`config.mk`:
```
export PLATFORM = sky130hd
export DESIGN_NAME = regfile_loader_flat
export DESIGN_NICKNAME = d
export VERILOG_FILES = /design/src/rtl/regfile_loader_pkg.sv /design/src/rtl/regfile_loader_if.sv /design/src/rtl/regfile_loader.sv /design/src/flat_wrapper.sv
export SDC_FILE = /design/constraint.sdc
export NUM_CORES = 1
export LEC_CHECK = 0
export ABC_AREA = 1
export BUFFER_PORTS_ARGS = -buffer_cell sky130_fd_sc_hd__buf_2
export CORE_UTILIZATION = 50
export DETAILED_ROUTE_END_ITERATION = 12
export MAX_ROUTING_LAYER = met4
export PLACE_DENSITY = 0.9
export SLEW_MARGIN = 30
export SYNTH_ARGS = -nofsm -noshare
export SYNTH_HDL_FRONTEND = slang
export SYNTH_SLANG_ARGS = --single-unit
```
`constraint.sdc`:
```
create_clock -name CLK -period 2.5 [get_ports CLK]
set_clock_uncertainty 0.1 [all_clocks]
set_input_delay 0 -clock CLK [delete_from_list [all_inputs] [get_ports CLK]]
set_output_delay 0 -clock CLK [all_outputs]
set_load 0.1 [all_outputs]
```
`src/rtl/regfile_loader_pkg.sv`:
```
// Shared constants for the register-file loader: default geometry and FSM state encodings.
`default_nettype none

package regfile_loader_pkg;

   localparam int DATATYPE_SIZE = 8;
   localparam int ADDR_WIDTH    = 6;
   localparam int DEPTH         = 2 ** ADDR_WIDTH;

   localparam logic [1:0] ST_IDLE = 2'd0;
   localparam logic [1:0] ST_LOAD = 2'd1;
   localparam logic [1:0] ST_PAD  = 2'd2;
   localparam logic [1:0] ST_DONE = 2'd3;

endpackage

`default_nettype wire

```
`src/rtl/regfile_loader_if.sv`:
```
// Stream, consumer and storage-port signals of the register-file loader.
`default_nettype none

interface regfile_loader_if
   import regfile_loader_pkg::*;
#(
   parameter int DW = DATATYPE_SIZE,
   parameter int AW = ADDR_WIDTH
) ();

   logic          start;
   logic          s_valid;
   logic          s_ready;
   logic [DW-1:0] s_data;
   logic          s_last;
   logic [AW-1:0] rd_addr;
   logic [AW-1:0] rf_addr;
   logic [DW-1:0] rf_wr_data;
   logic          rf_we;
   logic          busy;
   logic          done;
   logic [AW:0]   count;

   // Loader side.
   modport slave (
      input  start, s_valid, s_data, s_last, rd_addr,
      output s_ready, rf_addr, rf_wr_data, rf_we, busy, done, count
   );

   // Producer / consumer / storage side.
   modport master (
      output start, s_valid, s_data, s_last, rd_addr,
      input  s_ready, rf_addr, rf_wr_data, rf_we, busy, done, count
   );

endinterface

`default_nettype wire

```
`src/rtl/regfile_loader.sv`:
```
// Fills a 2**ADDR_WIDTH-entry register file from a valid/ready byte stream, then hands the address port back.
// Optional REGFILE_LOADER_ZERO_PAD_EN: an early s_last zero-fills the remaining entries before DONE.
`default_nettype none

module regfile_loader
   import regfile_loader_pkg::*;
#(
   parameter int DATATYPE_SIZE = regfile_loader_pkg::DATATYPE_SIZE,
   parameter int ADDR_WIDTH    = regfile_loader_pkg::ADDR_WIDTH
) (
   input  wire logic        CLK,
   input  wire logic        RST_N,
   regfile_loader_if.slave  bus
);

   logic [1:0]            r_state;
   logic [ADDR_WIDTH-1:0] r_wr_ptr;
   logic [ADDR_WIDTH:0]   r_count;
   logic                  r_done;

   logic w_in_load;
   logic w_in_pad;
   logic w_accept;
   logic w_last_slot;

   assign w_in_load   = (r_state == ST_LOAD);
`ifdef REGFILE_LOADER_ZERO_PAD_EN
   assign w_in_pad    = (r_state == ST_PAD);
`else
   assign w_in_pad    = 1'b0;
`endif
   assign w_accept    = w_in_load & bus.s_valid;
   // DEPTH-1 is all ones, so the final slot is detected with a reduction AND.
   assign w_last_slot = &r_wr_ptr;

   always_ff @(posedge CLK) begin
      if (!RST_N) begin
         r_state  <= ST_IDLE;
         r_wr_ptr <= '0;
         r_count  <= '0;
         r_done   <= 1'b0;
      end else begin
         case (r_state)
            ST_IDLE, ST_DONE: begin
               if (bus.start) begin
                  r_state  <= ST_LOAD;
                  r_wr_ptr <= '0;
                  r_count  <= '0;
                  r_done   <= 1'b0;
               end
            end
            ST_LOAD: begin
               if (w_accept) begin
                  r_wr_ptr <= r_wr_ptr + ADDR_WIDTH'(1);
                  r_count  <= r_count + (ADDR_WIDTH+1)'(1);
                  if (w_last_slot) begin
                     r_state <= ST_DONE;
                     r_done  <= 1'b1;
                  end else if (bus.s_last) begin
`ifdef REGFILE_LOADER_ZERO_PAD_EN
                     r_state <= ST_PAD;
`else
                     r_state <= ST_DONE;
                     r_done  <= 1'b1;
`endif
                  end
               end
            end
`ifdef REGFILE_LOADER_ZERO_PAD_EN
            ST_PAD: begin
               r_wr_ptr <= r_wr_ptr + ADDR_WIDTH'(1);
               if (w_last_slot) begin
                  r_state <= ST_DONE;
                  r_done  <= 1'b1;
               end
            end
`endif
            default: begin
               r_state <= ST_IDLE;
            end
         endcase
      end
   end

   // Storage port is owned by the loader only while filling; otherwise the consumer drives the address.
   assign bus.s_ready    = w_in_load;
   assign bus.busy       = w_in_load | w_in_pad;
   assign bus.done       = r_done;
   assign bus.count      = r_count;
   assign bus.rf_we      = w_accept | w_in_pad;
   assign bus.rf_addr    = (w_in_load | w_in_pad) ? r_wr_ptr : bus.rd_addr;
   assign bus.rf_wr_data = w_in_load ? bus.s_data : '0;

endmodule

`default_nettype wire
```
`src/flat_wrapper.sv`:
```
// flat-port wrapper written by rule: the top's interface ports become plain ports
module regfile_loader_flat import regfile_loader_pkg::*;
#(
   parameter int DATATYPE_SIZE = regfile_loader_pkg::DATATYPE_SIZE,
   parameter int ADDR_WIDTH    = regfile_loader_pkg::ADDR_WIDTH
)
  (CLK, RST_N, bus_start, bus_s_valid, bus_s_data, bus_s_last, bus_rd_addr, bus_s_ready, bus_rf_addr, bus_rf_wr_data, bus_rf_we, bus_busy, bus_done, bus_count);
  regfile_loader_if bus_i ();
  input  wire logic CLK;
  input  wire logic RST_N;
  input wire logic [$bits(bus_i.start)-1:0] bus_start;
  input wire logic [$bits(bus_i.s_valid)-1:0] bus_s_valid;
  input wire logic [$bits(bus_i.s_data)-1:0] bus_s_data;
  input wire logic [$bits(bus_i.s_last)-1:0] bus_s_last;
  input wire logic [$bits(bus_i.rd_addr)-1:0] bus_rd_addr;
  output wire logic [$bits(bus_i.s_ready)-1:0] bus_s_ready;
  output wire logic [$bits(bus_i.rf_addr)-1:0] bus_rf_addr;
  output wire logic [$bits(bus_i.rf_wr_data)-1:0] bus_rf_wr_data;
  output wire logic [$bits(bus_i.rf_we)-1:0] bus_rf_we;
  output wire logic [$bits(bus_i.busy)-1:0] bus_busy;
  output wire logic [$bits(bus_i.done)-1:0] bus_done;
  output wire logic [$bits(bus_i.count)-1:0] bus_count;
  assign bus_i.start = bus_start;
  assign bus_i.s_valid = bus_s_valid;
  assign bus_i.s_data = bus_s_data;
  assign bus_i.s_last = bus_s_last;
  assign bus_i.rd_addr = bus_rd_addr;
  assign bus_s_ready = bus_i.s_ready;
  assign bus_rf_addr = bus_i.rf_addr;
  assign bus_rf_wr_data = bus_i.rf_wr_data;
  assign bus_rf_we = bus_i.rf_we;
  assign bus_busy = bus_i.busy;
  assign bus_done = bus_i.done;
  assign bus_count = bus_i.count;
  regfile_loader #(.DATATYPE_SIZE(DATATYPE_SIZE), .ADDR_WIDTH(ADDR_WIDTH)) u_core (.CLK(CLK), .RST_N(RST_N), .bus(bus_i));
endmodule
```
Word level (Yosys, flattened, before mapping)
Index checks and enable logic that the tools add are counted.
- muxes and demuxes: 18
- bitwise gates (word level): 1
- eq/ne operators: 5
- $add $sub $neg: 2
- reductions and logical operators: 7
- operator list (operator ; number):
    $mux 6 ; 3
    $mux 7 ; 2
    $pmux 7 s2 ; 1
    $pmux 6 s2 ; 1
    $mux 2 ; 4
    $mux 8 ; 1
    $add 7x1->7 const B ; 1
    $add 6x1->6 const B ; 1
    $reduce_and 3->1 ; 2
    $reduce_and 6->1 ; 1
    $mux 1 ; 4
    $ne 2x2->1 const B ; 2
    $pmux 2 s2 ; 1
    $reduce_and 4->1 ; 1
    $ne 3x3->1 const B ; 1
    $eq 2x1->1 const B ; 1
    $eq 2x2->1 const B ; 1
    $logic_not 2->1 ; 1
    $pmux 1 s2 ; 1
    $reduce_bool 2->1 ; 1
    $reduce_or 2->1 ; 1
    $and 1x1->1 ; 1
- register bits after elaboration: 16
- input bits: 19

Longest topological paths before layout
Gate-level depths: netlist of run 1.
- word-level depth: 4
- gate-level depth with buffers: 12

Worst setup path after synthesis of run 1
No wires, ideal clock.
- path kind: register -> output
- start: register u_core.r_state[1]
- end: output port bus_rf_addr[2]
- data required time: 2.400 ns
- arrival: 3.778 ns
- path slack: -1.378 ns
- stages on the path, launching flop included: 7
- cell sequence: dfxtp_1 inv_1 ha_1 buf_6 inv_4 clkbuf_1 o21ai_0
- word-level cells in the longest chain between the ends: 2
- ends and longest elaborated chain (element ; line ; RTL):
    start, declared ; regfile_loader.sv:16 ; logic [1:0] r_state;
    start signal, assigned ; regfile_loader.sv:38 ; r_state <= ST_IDLE;
    start signal, assigned ; regfile_loader.sv:46 ; r_state <= ST_LOAD;
    start signal, assigned ; regfile_loader.sv:57 ; r_state <= ST_DONE;
    $eq 2x1->1 ; regfile_loader.sv:26 ; assign w_in_load = (r_state == ST_LOAD);
    via bus_busy ; flat_wrapper.sv:20 ; output wire logic [$bits(bus_i.busy)-1:0] bus_busy;
    $mux 6 ; regfile_loader.sv:91 ; assign bus.rf_addr = (w_in_load | w_in_pad) ? r_wr_ptr : bus.rd_addr;
    end, declared ; flat_wrapper.sv:17 ; output wire logic [$bits(bus_i.rf_addr)-1:0] bus_rf_addr;
The timed path passes the listed nets, and every way through them passes these cells.

Worst setup path after layout of run 1
- start: register u_core.r_state[1]
- end: output port bus_rf_addr[4]
- word-level cells in the longest chain between the ends: 2
- ends and longest elaborated chain (element ; line):
    $eq 2x1->1 ; regfile_loader.sv:26
    $mux 6 ; regfile_loader.sv:91
Every way passes these cells.

==> reports/metrics.yaml, run 1 <==
status:
  status: "finished clean"
floorplanning:
  core_area_mm2: 0.00194
  die_h_um: 47.4
  std_cell_rows: 16
  fp.dieArea_mm2: 0.00225
  io_pins: 44
  start_util_pct: 53.1
  fp.dieW_um: 47.4
sta:
  tns_ps: 0
  rsz0062_at_grt: "false"
  slew-limit-headroom_pct: 67.5
  clock.fmax_ghz: 0.519
  period_share_pct: 77.0
  max_slew.worst_pin.slew_ps: 490
  finalHoldViolCount: 0
  drv_slew: 0
  layout_min_cycle_time_ps: 1930
  setup_viol: 0
min_path:
  hold_path.class: "in2reg"
  holdPathEnd: "u_core.bus.done"
  worstHoldPathCells: 5
  min_from: "bus_s_last"
cts:
  clock_path_buffers: 2
  cts_made_buffers: 3
  postCtsSetupBuffers: 0
  cts_sinks: 16
  cts.htree.levels: 1
  clk_pin_slew_ps: 80
  worstSkewPairLatency_ps: 270
  tritoncts: "built"
  cts.root.buffer_cell: "clkbuf_4"
placement:
  dp_hpwl_um: 1840
  gp_congestion: 0.774
  portBuffers: 43
power:
  p_comb_share_pct: 57.7
  sw_frac_of_total_pct: 55.8
  p_leak_nw: 0.691
  ir_drop_v: 0.000456
  power.share.sequential_pct: 29.0
  pwr-share-clk_pct: 13.3
  p_per_area_mw_per_mm2: 742
  switchingPower_uw: 539
  intPower_uw: 428
  total_power_uw: 967
logic_synthesis:
  seq_area_frac_synth_pct: 31.1
  yosysWarnings: 0
  yosysMostFrequentCell: "nand2_1"
  dominantRegCellSynth: "dfxtp_1"
  ys_ff_latch: 16
  syn_nets: 175
  netlist_top_cells_count: "42 x nand2_1, 22 x inv_1, 19 x nor2_1"
  synth.top_cell.area_share_pct: 31.1
  synth.area.top_cells: "dfxtp_1 31%, nand2_1 15%, inv_1 8.0%"
  synth.cell_area_mm2: 0.00103
  synth_edf_count: 0
  syn_inst: 152
  synth_cell_types: 24
  syn-mean-instance-area_um2: 6.78
  synth.largest_area_cell: "dfxtp_1"
  async_flop_share_pct: 0
routing:
  drt_pass1_iterations: 4
  dr_total_vias: 1056
  antenna_left: 0
  viasPerCell: 4.76
  drt_iter0_markers: 24
  finalWirelength_um: 2200
  wl_per_cell_um: 9.91
  route.detailed.drc: 0
global_route:
  grt_pass1_wl_um: 3340
  grt_start_max_net_pins: 20
  grt-ovfl-total: 0
  antenna_found_initial: 0
  grt_use_total_pct: 21.8
  grt_pass1_vias: 829
finish:
  final_net_count: 220
  seqCellArea_um2: 320
  fill_cells: 181
  area.growth.synth_to_final_pct: 26.5
  drive_above_1_share_pct: 36.4
  diodes: 0
  multiInputGateArea_um2: 597
critical_path:
  rr_worst_depth: 11
  path_max_fanout: 19
  cp.arrival_ps: 1830
  worstSetupEndpointType: "primary output"
  reg2reg_slack_ps: 770
  timing.rr.end: "u_core.bus.count[5]"
  r2r_start: "u_core.r_state[1]"
  crit_required_ps: 2400
  startpoint_type: "flop"
  critPathKind: "reg2out"
flow_run:
  cap_violations: 0
[cell families (layout without fill, tap and decap cells)]
group | after synthesis | count (layout) | synth area share, %
buffers and inverters | 30 | 73 | 12.7
AOI/OAI and AO/OA | 19 | 19 | 10.9
adders and majority gates | 4 | 4 | 4.85
DFF | 16 | 16 | 31.1
and+or+nand+nor | 83 | 83 | 40.4
[placed cells by master (no fill, tap or decap), drive strengths merged]
| cell type | instances |
|---|---|
| a21oi | 9 |
| dfxtp | 16 |
| inv | 26 |
| o21ai | 9 |
| nand3 | 12 |
| buf | 43 |
| nand2 | 47 |
| nor2 | 24 |
| a211oi | 1 |
| clkbuf | 3 |
| ha | 4 |
| dlygate4sd3 | 1 |
[power groups by stage]
| stage | clock network, mW | registers, mW | logic (mW) |
|---|---|---|---|
| 6_report | 0.129 | 0.281 | 0.557 |
| 5_1_grt | 0.145 | 0.283 | 0.591 |
| 4_1_cts | 0.133 | 0.280 | 0.561 |
| 3_5_place_dp | 0 | 0.286 | 0.559 |
| 3_3_place_gp | 0 | 0.286 | 0.548 |
| 2_1_floorplan | 0 | 0.334 | 0.441 |
[metal layers]
metal / global-route usage [%] / part of all wire (%) / up-vias
li1: - / - / 555
met1: 24.3 / 42 / 459
met2: 39.5 / 51 / 40
met3: 3.40 / 6.5 / 2
met4: 6.86 / 0.50 / 0
met5: - / 0 / -
[through the flow]
step / hold slack (ps) / setup slack [ps] / instances / util (%) / area, um^2
floorplan: 20.4 / 163 / 152 / - / 1050
global route: 129 / 453 / 222 / 67.1 / 1300
detailed placement: 171 / 752 / 218 / 65.5 / 1270
CTS: 97.0 / 550 / 222 / 67.1 / 1300
global placement: 158 / 842 / 218 / 65.5 / 1270
finish: 98.1 / 574 / 222 / 67.1 / 1300
[critical path: stages (launching register included)]
cell and delay, ps:
dfxtp_1 330, inv_1 60, ha_2 410, inv_4 150, o21ai_2 150, buf_2 430
[worst max path at each step]
stage,start,cells past startpoint,to
floorplan,u_core.r_state[1],6,bus_rf_addr[2]
global placement,u_core.r_state[1],11,u_core.bus.count[5]
detailed placement,u_core.r_state[1],11,u_core.bus.count[5]
CTS,u_core.r_state[1],5,bus_rf_addr[4]
global route,u_core.r_state[1],5,bus_rf_addr[3]
finish,u_core.r_state[1],5,bus_rf_addr[4]
[cell type report]
class                   count  area share (%)
multi-input cells         106            45.8
flip-flops and latches     16            24.6
repair buffers             44            17.3
inverters                  26            8.06
well taps                  27            2.59
clock buffers               3            1.73
[flip-flops by register name, indices dropped and copies added (netlist names)]
signal / cells
u_core.bus.count: 7
u_core.r_wr_ptr: 6
u_core.bus.done: 1
u_core.r_state: 2
[repair_timing]
item	CTS	global route
endpoints found under the hold margin	6	0
hold buffers	1	0
resized for setup	0	0
endpoints found under the setup margin	0	0
No activity file was read; power rests on OpenSTA's default activity.
==> run 2: changes to the inputs <==
--- a/config.mk
+++ b/config.mk
@@ -7,10 +7,10 @@
 export LEC_CHECK = 0
 export ABC_AREA = 1
 export BUFFER_PORTS_ARGS = -buffer_cell sky130_fd_sc_hd__buf_2
-export CORE_UTILIZATION = 50
+export CORE_UTILIZATION = 42
 export DETAILED_ROUTE_END_ITERATION = 12
 export MAX_ROUTING_LAYER = met4
-export PLACE_DENSITY = 0.9
+export PLACE_DENSITY = 0.82
 export SLEW_MARGIN = 30
 export SYNTH_ARGS = -nofsm -noshare
 export SYNTH_HDL_FRONTEND = slang
==> constraint.sdc (replaced) <==
create_clock -name CLK -period 1.7 [get_ports CLK]
set_clock_uncertainty 0.1 [all_clocks]
set_input_delay 0 -clock CLK [delete_from_list [all_inputs] [get_ports CLK]]
set_output_delay 0 -clock CLK [all_outputs]
set_load 0.1 [all_outputs]
==> run 2 against run 1 <==
Compared with the run above:
- combinational power rose by 97%
- worst setup slack got worse by 500 ps
- routed wire length rose by 33%
- sequential share of layout area fell by 5.6 points
- critical endpoint is now bus_rf_addr[0]
- largest cell class unchanged
- largest power group unchanged
==> reports/metrics.yaml, run 2 (synthesis gave the netlist of run 1 again) <==
status:
  status: "finished clean"
critical_path:
  rr_worst_depth: 10
  critPathKind: "reg2out"
  r2r_start: "u_core.r_state[0]"
  timing.rr.end: "u_core.bus.count[4]"
  path_cells: "buf_4 > ha_4 > inv_8 > buf_6 > nand2_1 > o21ai_4 > buf_12"
  worstSetupEndpointType: "primary output"
  max_stage_delay_ps: 330
  path_max_fanout: 9
  slowest_stage: "dfxtp_2"
  cp.arrival_ps: 1530
  reg2reg_slack_ps: 100
  startpoint_type: "flop"
  crit_required_ps: 1600
floorplanning:
  io_pins: 44
  std_cell_rows: 17
  fp.dieArea_mm2: 0.00266
  core_area_mm2: 0.00225
  start_util_pct: 45.7
  fp.dieW_um: 51.5
  die_h_um: 51.5
flow_run:
  cap_violations: 0
finish:
  final_common_cell: "nand2_1"
  diodes: 0
  fill_cells: 150
  drive_above_1_share_pct: 49.5
  largest_reg_flops: 7
  postLayoutCoreUtil_pct: 77.1
  area.growth.synth_to_final_pct: 68.7
  fin_cells: 230
  final_net_count: 226
  most-common-layout-cells: "40 x nand2_1, 28 x buf_2, 19 x nor2_1"
cts:
  clk_pin_slew_ps: 100
  clock_path_buffers: 2
  cts.root.buffer_cell: "clkbuf_4"
  cts_made_buffers: 3
  cts_sinks: 16
  tritoncts: "built"
  cts.htree.levels: 1
  worstSkewPairLatency_ps: 280
sta:
  rsz0062_at_grt: "true"
  layout_min_cycle_time_ps: 1630
  max_slew.worst_pin.slew_ps: 486
  period_share_pct: 95.7
  setup_slack_ps: 72.8
  setup_viol: 0
  clock.fmax_ghz: 0.615
  finalHoldViolCount: 0
  slew-limit-headroom_pct: 67.8
  drv_slew: 0
routing:
  drt_pass1_iterations: 4
  route.detailed.drc: 0
  antenna_left: 0
  wl_per_cell_um: 12.7
  dr_total_vias: 1112
  drt_iter0_markers: 18
  finalWirelength_um: 2930
  viasPerCell: 4.83
min_path:
  worstHoldPathCells: 5
  hold_path.class: "in2reg"
  holdPathEnd: "u_core.bus.done"
  min_from: "bus_s_last"
global_route:
  grt_start_max_net_pins: 12
  grt_use_total_pct: 24.3
  grt-ovfl-total: 0
  grt_pass1_vias: 1095
  grt_pass1_wl_um: 4670
  antenna_found_initial: 0
power:
  p_leak_nw: 0.727
  ir_drop_v: 0.000790
  p_per_area_mw_per_mm2: 1010
placement:
  gp_congestion: 0.788
  dp_hpwl_um: 2340
  dp.cells: 222
  portBuffers: 43
  place_ws_ps: 22.4
-- run 2: cell count changes in the layout (fill, tap and decap cells not counted), sizes merged --
| cell | delta |
|---|---|
| clkinvlp | +9 |
| inv | -9 |
| buf | +6 |
| clkbuf | +1 |
-- run 2: repair_timing --
action / CTS / global route
pin swaps: 0 / 1
hold buffers: 1 / 0
gates cloned: 0 / 0
hold endpoints to repair: 6 / 0
endpoints found under the setup margin: 7 / 13
gates resized for setup: 1 / 6
setup buffers: 2 / 1
-- run 2: metal layers --
metal | global-route usage (%) | vias up | share of wire [%]
met2 | 45.2 | 40 | 54
met5 | - | - | 0
met3 | 4.39 | 2 | 6.9
li1 | - | 568 | -
met1 | 24.8 | 502 | 38
met4 | 9.91 | 0 | 0.48
-- run 2: where the power goes --
| part | leakage, nW | total, mW | internal (mW) | switching [mW] |
|---|---|---|---|---|
| clock | 0.0210 | 0.249 | 0.130 | 0.119 |
| combinational | 0.573 | 1.10 | 0.339 | 0.757 |
| sequential | 0.133 | 0.417 | 0.399 | 0.0183 |
| total | 0.727 | 1.76 | 0.868 | 0.894 |
-- run 2: worst max-delay path, delay by kind of cell (launching register included) --
kind / cells / cell delay [ps]
adder cells (fa/ha/maj): 1 / 190
AO/OA/AOI/OAI: 1 / 80
flip-flops: 1 / 330
buffers and inverters: 4 / 560
AND/OR/NAND/NOR: 1 / 80
-- run 2: cell type report --
cell class              count  area [um^2]  area share, %
multi-input cells         106          688           39.6
repair buffers             50          507           29.1
flip-flops and latches     16          329           18.9
inverters                  26          144           8.27
clock buffers               4         36.3           2.09
well taps                  28         35.0           2.01
-- run 2: per-stage QoR --
step	power, mW	TNS, ps	area, um^2	hold slack (ps)
3_3_place_gp	1.46	0	1640	164
3_5_place_dp	1.49	0	1640	175
4_1_cts	1.75	0	1710	86.6
5_1_grt	1.84	-2.16	1740	110
2_1_floorplan	1.23	-822	1190	20.4
6_report	1.76	0	1740	92.2
-- run 2: worst max-delay path by stage --
stage,cells past startpoint,to,slack [ps],startpoint
after floorplan,6,bus_rf_addr[0],-80,u_core.r_state[1]
after global placement,8,u_core.bus.count[3],120,u_core.r_state[0]
after detailed placement,8,u_core.r_wr_ptr[4],20,u_core.r_state[0]
after CTS,8,u_core.r_wr_ptr[4],8,u_core.r_state[0]
after global routing,7,bus_rf_addr[0],-2,u_core.r_state[0]
final,7,bus_rf_addr[0],70,u_core.r_state[0]
==> run 3: changes to the inputs <==
--- a/config.mk
+++ b/config.mk
@@ -11,6 +11,7 @@
 export DETAILED_ROUTE_END_ITERATION = 12
 export MAX_ROUTING_LAYER = met4
 export PLACE_DENSITY = 0.82
+export REMOVE_ABC_BUFFERS = 1
 export SLEW_MARGIN = 30
 export SYNTH_ARGS = -nofsm -noshare
 export SYNTH_HDL_FRONTEND = slang
==> run 3 against run 2 <==
Compared with the run above:
- die area is the same
- register-to-register slack got worse by 20 ps
- via count decreased by 3.4%
- largest cell class unchanged
- flip-flop and latch count did not move
- global-route usage is 1.6 points lower
- critical path type unchanged
- maximum frequency shrank 2.2%
- largest power group unchanged
- first-iteration DRC count grew 44%
- sequential share of layout area rose by 1.2 points
==> reports/metrics.yaml, run 3 (synthesis gave the netlist of run 1 again) <==
flow_run:
  cap_violations: 0
critical_path:
  timing.rr.end: "u_core.r_wr_ptr[4]"
  critical-path-top-delay-family: "buffers and inverters"
  path_depth: 6
  critPathKind: "reg2out"
  rr_worst_depth: 8
  crit_required_ps: 1600
  setup.worst_path.start: "u_core.r_state[1]"
  r2r_start: "u_core.r_state[0]"
  path_cells: "inv_1 > ha_2 > inv_4 > buf_4 > o21ai_2 > buf_12"
  critPathBufInv: 4
  max_stage_delay_ps: 340
  slowest_stage: "dfxtp_2"
  path_max_fanout: 9
  reg2reg_slack_ps: 80
  cp-endpoint: "bus_rf_addr[3]"
  worstSetupEndpointType: "primary output"
  startpoint_type: "flop"
  cp.arrival_ps: 1560
floorplanning:
  core_area_mm2: 0.00225
  std_cell_rows: 17
  die_h_um: 51.5
  fp.dieW_um: 51.5
  io_pins: 44
  fp.dieArea_mm2: 0.00266
  start_util_pct: 45.7
sta:
  max_slew.worst_pin.slew_ps: 488
  rsz0062_at_grt: "true"
  period_share_pct: 97.9
  slew-limit-headroom_pct: 67.7
  drv_slew: 0
  finalHoldViolCount: 0
  setup_viol: 0
  holdWs_ps: 78.4
  clock.fmax_ghz: 0.601
  layout_min_cycle_time_ps: 1660
power:
  sw_frac_of_total_pct: 50.3
  ir_drop_v: 0.000835
  total_power_mw: 1.70
  p_leak_nw: 0.776
  p_comb_share_pct: 60.5
  power.share.sequential_pct: 24.3
  p_per_area_mw_per_mm2: 1060
  pwr-share-clk_pct: 15.2
  switchingPower_uw: 854
  intPower_uw: 845
routing:
  antenna_left: 0
  dr_wl_met2_um: 1360
  route.detailed.drc: 0
  viasPerCell: 4.73
  drt_pass1_iterations: 5
  met3WireLength_um: 129
  top_layer: "met4"
  wl_met1_um: 1010
  wl_per_cell_um: 11.4
  drt_iter0_markers: 26
  dr_total_vias: 1074
  finalWirelength_um: 2590
finish:
  postLayoutCoreUtil_pct: 70.8
  final_common_cell: "nand2_1"
  final_net_count: 223
  diodes: 0
  fin_cells: 227
  area.growth.synth_to_final_pct: 54.9
  fill_cells: 174
  most-common-layout-cells: "42 x nand2_1, 26 x buf_2, 22 x inv_1"
  largest_reg_flops: 7
  drive_above_1_share_pct: 37.7
global_route:
  grt-ovfl-total: 0
  grt_pass1_vias: 998
  grt_use_total_pct: 22.7
  antenna_found_initial: 0
  grt_pass1_wl_um: 4330
  grt_start_max_net_pins: 14
cts:
  cts.htree.levels: 1
  tritoncts: "built"
  cts_sinks: 16
  clk_pin_slew_ps: 90
  cts_made_buffers: 3
  clock_path_buffers: 2
  worstSkewPairLatency_ps: 300
  cts.root.buffer_cell: "clkbuf_4"
placement:
  dp.cells: 222
  portBuffers: 43
  gp_congestion: 0.862
  dp_hpwl_um: 2080
min_path:
  min_from: "bus_s_last"
  hold_path.class: "in2reg"
status:
  status: "finished clean"
## run 3: worst register-to-register path, delay by kind of cell (launching register included)
family	cells	cell delay, ps
fa+ha+maj	1	340
simple gates	2	250
flops	1	360
compound gates	3	320
buf+inv	2	160
## run 3: layout make-up
| type | count | area (um^2) | share of cell area, % |
|---|---|---|---|
| clock buffer | 4 | 36.3 | 2.27 |
| tap | 28 | 35.0 | 2.19 |
| timing repair buffer | 47 | 507 | 31.7 |
| inverter | 26 | 105 | 6.58 |
| multi-input combinational | 106 | 592 | 37.1 |
| sequential | 16 | 322 | 20.1 |
## run 3: how the worst min path moves through the flow
| stage | slack [ps] | depth (start not counted) | to |
|---|---|---|---|
| 2_1_floorplan | 20 | 2 | u_core.r_state[0] |
| 3_3_place_gp | 170 | 3 | u_core.r_state[0] |
| 3_5_place_dp | 170 | 3 | u_core.r_state[0] |
| 4_1_cts | 70 | 5 | u_core.bus.done |
| 5_1_grt | 110 | 5 | u_core.bus.done |
| 6_report | 80 | 5 | u_core.bus.done |
## run 3: what timing repair did
item / CTS / global route
pin swaps: 0 / 1
resized for setup: 6 / 3
hold endpoints to repair: 7 / 0
buffers inserted: 0 / 0
endpoints found under the setup margin: 15 / 16
hold buffers: 1 / 0
## run 3: through the flow
stage / setup TNS, ps / instance area, um^2 / worst slack (ps)
floorplan: -52360 / 1000 / -2960
detailed placement: 0 / 1530 / 37.4
global route: -126 / 1600 / -42.4
global placement: 0 / 1530 / 115
finish: 0 / 1600 / 35.8
CTS: 0 / 1590 / 2.01
## run 3: metal layers
layer / vias up / GRT usage [%]
li1: 561 / -
met5: - / -
met2: 34 / 39.6
met3: 9 / 3.22
met1: 470 / 24.4
met4: 0 / 13.5
## run 3: power groups by stage
stage | sequential [mW] | clock [mW] | combinational (mW)
after floorplan | 0.491 | 0 | 0.620
after global placement | 0.420 | 0 | 0.996
after detailed placement | 0.421 | 0 | 1.01
after CTS | 0.412 | 0.266 | 1.02
after global routing | 0.415 | 0.277 | 1.07
final | 0.413 | 0.259 | 1.03
